==> src/rtl/puf_soc_pkg.sv <==
// puf_soc_pkg: shared types and constants for the PUF frame UART path.
// Holds the frame-TX FSM state type, sync byte and UART bit framing helper.
package puf_soc_pkg;

   typedef enum logic [1:0] {
      ST_IDLE = 2'd0,
      ST_LOAD = 2'd1,
      ST_SEND = 2'd2,
      ST_DONE = 2'd3
   } puf_tx_st_e;

   localparam logic [7:0] PUF_SYNC_BYTE = 8'hA5;
   localparam int         PUF_UART_BITS = 10;

   // Line level of UART bit n: 0 start, 1..8 data LSB first, 9 stop.
   function automatic logic uart_bit(
      input logic [7:0] b,
      input logic [3:0] n
   );
      logic v;
      v = 1'b1;
      if (n == 4'd0)
         v = 1'b0;
      else if (n <= 4'd8)
         v = b[3'(n - 4'd1)];
      return v;
   endfunction

endpackage

==> src/rtl/puf_soc_frame_tx_if.sv <==
// puf_soc_frame_tx_if: frame offer input and UART/status outputs.
// master = frame assembler side, slave = frame transmitter.
interface puf_soc_frame_tx_if #(
   parameter int FRAM_SIZE = 160
);

   logic [FRAM_SIZE-1:0] i_frame;
   logic                 i_frame_valid;
   logic                 o_uart_tx;
   logic                 o_busy;
   logic                 o_tx_done;
   logic                 o_frame_drop;

   modport master (
      output i_frame,
      output i_frame_valid,
      input  o_uart_tx,
      input  o_busy,
      input  o_tx_done,
      input  o_frame_drop
   );

   modport slave (
      input  i_frame,
      input  i_frame_valid,
      output o_uart_tx,
      output o_busy,
      output o_tx_done,
      output o_frame_drop
   );

endinterface

==> src/rtl/puf_soc_uart_tx_byte.sv <==
// puf_soc_uart_tx_byte: one 8N1 byte per start strobe, BAUD_DIV clk per bit.
// done is raised one cycle before the stop bit ends so the next byte follows after a single idle cycle.
module puf_soc_uart_tx_byte
   import puf_soc_pkg::*;
#(
   parameter int BAUD_DIV = 868
) (
   input  logic       clk,
   input  logic       rst_n,
   input  logic [7:0] i_byte,
   input  logic       i_start,
   output logic       o_done,
   output logic       o_tx
);

   localparam int             CW      = (BAUD_DIV > 2) ? $clog2(BAUD_DIV) : 1;
   localparam logic [CW-1:0]  LP_LAST = CW'(BAUD_DIV - 1);
   localparam logic [CW-1:0]  LP_PRE  = CW'(BAUD_DIV - 2);
   localparam logic [3:0]     LP_STOP = 4'(PUF_UART_BITS - 1);

   logic          r_busy;
   logic [CW-1:0] r_cnt;
   logic [3:0]    r_bit;
   logic [7:0]    r_data;
   logic          r_tx;

   // Bit sequencer: baud counter restarts at every start bit.
   always_ff @(posedge clk or negedge rst_n) begin
      if (!rst_n) begin
         r_busy <= 1'b0;
         r_cnt  <= '0;
         r_bit  <= '0;
         r_data <= '0;
         r_tx   <= 1'b1;
      end else if (i_start && !r_busy) begin
         r_busy <= 1'b1;
         r_cnt  <= '0;
         r_bit  <= '0;
         r_data <= i_byte;
         r_tx   <= uart_bit(i_byte, 4'd0);
      end else if (r_busy) begin
         if (r_cnt == LP_LAST) begin
            r_cnt <= '0;
            if (r_bit == LP_STOP) begin
               r_busy <= 1'b0;
               r_bit  <= '0;
               r_tx   <= 1'b1;
            end else begin
               r_bit <= r_bit + 4'd1;
               r_tx  <= uart_bit(r_data, r_bit + 4'd1);
            end
         end else begin
            r_cnt <= r_cnt + 1'b1;
         end
      end
   end

   assign o_done = r_busy && (r_bit == LP_STOP) && (r_cnt == LP_PRE);
   assign o_tx   = r_tx;

endmodule

==> src/rtl/puf_soc_frame_tx.sv <==
// puf_soc_frame_tx: double-buffered PUF frame serializer onto UART 8N1.
// `define PUF_FRAME_TX_CHKSUM_EN adds a 0xA5 sync prefix and XOR checksum suffix.
module puf_soc_frame_tx
   import puf_soc_pkg::*;
#(
   parameter int FRAM_SIZE = 160,
   parameter int BAUD_DIV  = 868
) (
   input  logic              clk,
   input  logic              rst_n,
   puf_soc_frame_tx_if.slave bus
);

   localparam int NB = FRAM_SIZE / 8;
`ifdef PUF_FRAME_TX_CHKSUM_EN
   localparam int NT = NB + 2;
`else
   localparam int NT = NB;
`endif
   localparam int            IW      = $clog2(NB + 2);
   localparam logic [IW-1:0] LP_LAST = IW'(NT);

   puf_tx_st_e           r_state;
   logic [FRAM_SIZE-1:0] r_act;
   logic [FRAM_SIZE-1:0] r_pend;
   logic                 r_pend_vld;
   logic [IW-1:0]        r_idx;
   logic [7:0]           r_byte;
   logic                 r_start;
   logic                 r_tx_done;
   logic                 r_drop;
`ifdef PUF_FRAME_TX_CHKSUM_EN
   logic [7:0]           r_chk;
`endif

   logic          w_done;
   logic          w_tx;
   logic          w_take;
   logic          w_xfer;
   logic          w_free;
   logic [IW-1:0] w_sel;
   logic [7:0]    w_data;
   logic [7:0]    w_byte;

   // An offer loads act_q directly only when fully idle; a pending
   // frame moving to act_q frees the slot in that same cycle.
   assign w_take = (r_state == ST_IDLE) && !r_pend_vld;
   assign w_xfer = ((r_state == ST_IDLE) || (r_state == ST_DONE))
                   && r_pend_vld;
   assign w_free = !r_pend_vld || w_xfer;

`ifdef PUF_FRAME_TX_CHKSUM_EN
   assign w_sel = ((r_idx == '0) || (r_idx > IW'(NB))) ?
                  '0 : r_idx - 1'b1;
`else
   assign w_sel = (r_idx >= IW'(NB)) ? '0 : r_idx;
`endif
   assign w_data = r_act[8*int'(w_sel) +: 8];

   // Byte presented in LOAD: data, or sync/checksum around it.
   always_comb begin
      w_byte = w_data;
`ifdef PUF_FRAME_TX_CHKSUM_EN
      if (r_idx == '0)
         w_byte = PUF_SYNC_BYTE;
      else if (r_idx == IW'(NB + 1))
         w_byte = r_chk;
`endif
   end

   // Top FSM, frame buffers and offer arbitration.
   always_ff @(posedge clk or negedge rst_n) begin
      if (!rst_n) begin
         r_state    <= ST_IDLE;
         r_act      <= '0;
         r_pend     <= '0;
         r_pend_vld <= 1'b0;
         r_idx      <= '0;
         r_byte     <= '0;
         r_start    <= 1'b0;
         r_tx_done  <= 1'b0;
         r_drop     <= 1'b0;
`ifdef PUF_FRAME_TX_CHKSUM_EN
         r_chk      <= '0;
`endif
      end else begin
         r_start   <= 1'b0;
         r_tx_done <= 1'b0;
         r_drop    <= 1'b0;
         unique case (r_state)
            ST_IDLE: begin
               if (r_pend_vld) begin
                  r_act      <= r_pend;
                  r_pend_vld <= 1'b0;
                  r_idx      <= '0;
`ifdef PUF_FRAME_TX_CHKSUM_EN
                  r_chk      <= '0;
`endif
                  r_state    <= ST_LOAD;
               end else if (bus.i_frame_valid) begin
                  r_act   <= bus.i_frame;
                  r_idx   <= '0;
`ifdef PUF_FRAME_TX_CHKSUM_EN
                  r_chk   <= '0;
`endif
                  r_state <= ST_LOAD;
               end
            end
            ST_LOAD: begin
               r_byte  <= w_byte;
               r_start <= 1'b1;
               r_idx   <= r_idx + 1'b1;
`ifdef PUF_FRAME_TX_CHKSUM_EN
               if ((r_idx != '0) && (r_idx <= IW'(NB)))
                  r_chk <= r_chk ^ w_data;
`endif
               r_state <= ST_SEND;
            end
            ST_SEND: begin
               if (w_done)
                  r_state <= (r_idx == LP_LAST) ? ST_DONE : ST_LOAD;
            end
            ST_DONE: begin
               r_tx_done <= 1'b1;
               if (r_pend_vld) begin
                  r_act      <= r_pend;
                  r_pend_vld <= 1'b0;
                  r_idx      <= '0;
`ifdef PUF_FRAME_TX_CHKSUM_EN
                  r_chk      <= '0;
`endif
                  r_state    <= ST_LOAD;
               end else begin
                  r_state <= ST_IDLE;
               end
            end
            default: r_state <= ST_IDLE;
         endcase
         if (bus.i_frame_valid && !w_take) begin
            if (w_free) begin
               r_pend     <= bus.i_frame;
               r_pend_vld <= 1'b1;
            end else begin
               r_drop <= 1'b1;
            end
         end
      end
   end

   puf_soc_uart_tx_byte #(
      .BAUD_DIV (BAUD_DIV)
   ) u_byte (
      .clk     (clk),
      .rst_n   (rst_n),
      .i_byte  (r_byte),
      .i_start (r_start),
      .o_done  (w_done),
      .o_tx    (w_tx)
   );

   assign bus.o_uart_tx    = w_tx;
   assign bus.o_busy       = (r_state != ST_IDLE) | r_pend_vld;
   assign bus.o_tx_done    = r_tx_done;
   assign bus.o_frame_drop = r_drop;

endmodule
==> src/flat_wrapper.sv <==
// flat-port wrapper written by rule: the top's interface ports become plain ports
module puf_soc_frame_tx_flat import puf_soc_pkg::*;
#(
   parameter int FRAM_SIZE = 160,
   parameter int BAUD_DIV  = 868
)
  (clk, rst_n, bus_i_frame, bus_i_frame_valid, bus_o_uart_tx, bus_o_busy, bus_o_tx_done, bus_o_frame_drop);
  puf_soc_frame_tx_if #(.FRAM_SIZE(FRAM_SIZE)) bus_i ();
  input  logic clk;
  input  logic rst_n;
  input wire logic [$bits(bus_i.i_frame)-1:0] bus_i_frame;
  input wire logic [$bits(bus_i.i_frame_valid)-1:0] bus_i_frame_valid;
  output wire logic [$bits(bus_i.o_uart_tx)-1:0] bus_o_uart_tx;
  output wire logic [$bits(bus_i.o_busy)-1:0] bus_o_busy;
  output wire logic [$bits(bus_i.o_tx_done)-1:0] bus_o_tx_done;
  output wire logic [$bits(bus_i.o_frame_drop)-1:0] bus_o_frame_drop;
  assign bus_i.i_frame = bus_i_frame;
  assign bus_i.i_frame_valid = bus_i_frame_valid;
  assign bus_o_uart_tx = bus_i.o_uart_tx;
  assign bus_o_busy = bus_i.o_busy;
  assign bus_o_tx_done = bus_i.o_tx_done;
  assign bus_o_frame_drop = bus_i.o_frame_drop;
  puf_soc_frame_tx #(.FRAM_SIZE(FRAM_SIZE), .BAUD_DIV(BAUD_DIV)) u_core (.clk(clk), .rst_n(rst_n), .bus(bus_i));
endmodule
==> config.mk <==
export PLATFORM = sky130hd
export DESIGN_NAME = puf_soc_frame_tx_flat
export DESIGN_NICKNAME = d
export VERILOG_FILES = /design/src/rtl/puf_soc_pkg.sv /design/src/rtl/puf_soc_frame_tx_if.sv /design/src/rtl/puf_soc_uart_tx_byte.sv /design/src/rtl/puf_soc_frame_tx.sv /design/src/flat_wrapper.sv
export SDC_FILE = /design/constraint.sdc
export NUM_CORES = 1
export LEC_CHECK = 0
export CORE_MARGIN = 10
export CORE_UTILIZATION = 50
export CTS_CLUSTER_DIAMETER = 40
export CTS_CLUSTER_SIZE = 8
export DETAILED_ROUTE_END_ITERATION = 7
export PLACE_DENSITY = 0.82
export SLEW_MARGIN = 20
export SYNTH_ARGS = -nofsm -noshare
export SYNTH_HDL_FRONTEND = slang
export SYNTH_HIERARCHICAL = 1
export SYNTH_SLANG_ARGS = --single-unit
==> constraint.sdc <==
create_clock -name clk -period 3.54 [get_ports clk]
set_clock_uncertainty 0.2 [all_clocks]
set_input_delay 0.885 -clock clk [delete_from_list [all_inputs] [get_ports clk]]
set_output_delay 0.885 -clock clk [all_outputs]
set_load 0.01 [all_outputs]
==> run summary <==
outcome: finished clean
Setup TNS: 0 ps
die area: 41840 µm²
FF+latch count, synth: 363
Post-DRT Antenna Nets: 0
Total GRT Usage: 19.88%
P_leak: 9.118 nW
PostCTS Resize Cnt: 0
via/cell ratio: 5.736
synth-to-layout area growth: 22.32%
ys flop type: dfrtp_1
grt total ovfl: 0
Detailed Place HPWL: 28.35 mm
via count: 11960
die outline height: 204.5 µm
unrepaired setup endpoints after global routing: false
most common cell after layout, fill and taps aside: dfrtp_1
worst skew pair latency: 560 ps
Worst setup startpoint: u_core/r_state[1]$_DFFE_PN0P_
register area: 9086 µm²
Netlist cell types: 60
largest net degree at the start of global routing: 145
width of the die: 204.5 µm
RR Startpoint: u_core/r_state[1]$_DFFE_PN0P_
endpoints failing setup: 0
Post-Synthesis Cells: 1471
vias in the first global route: 12544
global-route wire length before repair: 67.29 mm
worst slew pin tran: 1041 ps
antenna violations before repair: 0
Clock Root Buffer: clkbuf_16
Post-synth EDFFs: 0
CP cell instances: inv_1 -> ha_1 -> nand2b_1 -> clkdlybuf4s50_1
maximum buffer depth of the clock tree: 3
# diodes: 0
Max Cap Viol: 0
fillcell total: 2540
Crit-path slowest cell: clkdlybuf4s50_1
clock sinks: 363
CP peak stage delay: 620 ps
Buf/Inv on CP: 2
Ys Warns: 6
Mapped Avg Cell Area: 11.58 µm²
I/O Buffers: 166
H-Tree Depth: 2
relative slew slack: 30.17%
period utilization: 93.67%
Setup Buffers After CTS: 0
fin nets: 1794
Routed WL per cell: 20.17 µm
CTS buffer count: 56
syn_nets: 1647
Initial Util: 50.78%
Clk pin slew, worst setup/hold paths: 50 ps
synthesized area: 17030 µm²
DRT Pass-1 Iters: 5
most frequent cells in the layout: 361 x dfrtp_1, 188 x mux2i_1, 179 x nand2_1
fin crit period: 3316 ps
CP delay by family, top: buffers and inverters
crit path max fanout: 7
Hold Vio Cnt, Final: 0
post-synthesis sequential area ratio: 53.35%
overall power after layout: 10.04 mW
CP Capture Type: output pin
required time of the critical path: 2450 ps
share of cells above drive strength 1: 17.78%
final slew viol count: 0
Core ar.: 33530 µm²
gp weighted congestion: 0.8954
critical path class: reg2out
Post-Route WL: 42.06 mm
pwr/cell area: 481.9 nW/µm²
maximum vdd drop: 0.3887 mV
Initial DRC Count: 896
FFs w/ async S/R, synth: 100.0%
startpoint types: flop
Residual DRC: 0
worst hold path type: in2async
CTS Hold Buffers Added: 0
row count: 67
FF-to-FF setup slack: 700 ps
Ports: 167
area of the multi-input gates: 7413 µm²
CTS tree: done
CP Data Arrival Time: 2230 ps
hold slack: 108.9 ps
Max Fclk: 301.6 MHz
-- synthesized netlist by cell type, drive strengths merged (7+ instances only) --
library cell,n,area [µm²]
a21oi,13,65.06
a31oi,21,131.4
and2,9,56.30
ha,13,162.7
a2111oi,8,70.07
mux2,169,1903
a2111o,7,78.83
a21boi,17,131.4
clkbuf,36,135.1
a211oi,7,52.55
o311ai,8,70.07
nor2,34,130.1
nor3,12,60.06
and3,28,175.2
mux4,9,202.7
dfrtp,362,9059
nand2,179,671.9
o31ai,18,140.1
inv,12,45.04
buf,68,381.6
o21ai,193,965.9
nor2b,9,56.30
mux2i,188,1882
nand3,10,50.05
-- cell families after synthesis --
logic type / synth area share (%)
buffers and inverters: 3.299
multiplexers: 23.42
AND/OR/NAND/NOR: 7.972
AO/OA/AOI/OAI: 10.96
XOR/XNOR: 0.05144
adder cells (fa/ha/maj): 0.9552
flip-flops: 53.35
-- power by group --
part	leakage, nW	internal (mW)	switching, mW	total (mW)
sequential	4.87	4.32	0.0803	4.40
clock	0.823	3.27	1.79	5.06
combinational	3.42	0.338	0.239	0.577
-- metal layers --
metal	global-route usage, %	part of all wire (%)	wire [µm]	up-vias
met4	7.776	3.1	1314	0
met1	25.75	43	18250	5968
li1	-	-	-	5567
met3	3.317	4.5	1901	86
met5	0	0	0	-
met2	32.74	49	20590	339
-- worst paths after layout --
path | end | cells past startpoint
setup / recovery | bus_o_busy | 4
hold / removal | u_core/r_pend[80]$_DFFE_PN0P_ | 1
setup reg to reg | u_core/r_byte[2]$_DFFE_PN0P_ | 7
hold reg to reg | u_core/r_act[9]$_DFFE_PN0P_ | 2
max in group asynchronous | u_core/r_pend[20]$_DFFE_PN0P_ | 2
min in group clk | u_core/r_act[9]$_DFFE_PN0P_ | 2
-- sequential cells by signal, indices dropped and copies added (netlist names), 2 cells and up --
register / cells
u_core/r_byte: 8
u_core/r_idx: 5
u_core/r_pend: 160
u_core/u_byte/r_cnt: 10
u_core/r_act: 160
u_core/u_byte/r_data: 8
u_core/r_state: 2
u_core/u_byte/r_bit: 4
-- through the flow --
stage	std cells	setup slack [ps]	util, %	cell area [µm²]
4_1_cts	2085	200.0	62.12	20830
3_5_place_dp	2008	525.6	57.11	19150
6_report	2085	224.1	62.12	20830
5_1_grt	2085	128.8	62.12	20830
3_3_place_gp	2008	551.9	57.11	19150
2_1_floorplan	1471	1343	-	17030
-- layout make-up --
type	count	area share (%)
Clock inverter	11	0.9130
Sequential cell	363	43.62
Inverter	12	0.2162
Tap cell	448	2.691
Clock buffer	66	7.154
Multi-Input combinational cell	992	35.59
Timing Repair Buffer	193	9.815
Note: power is estimated with default switching activity, not from simulation.
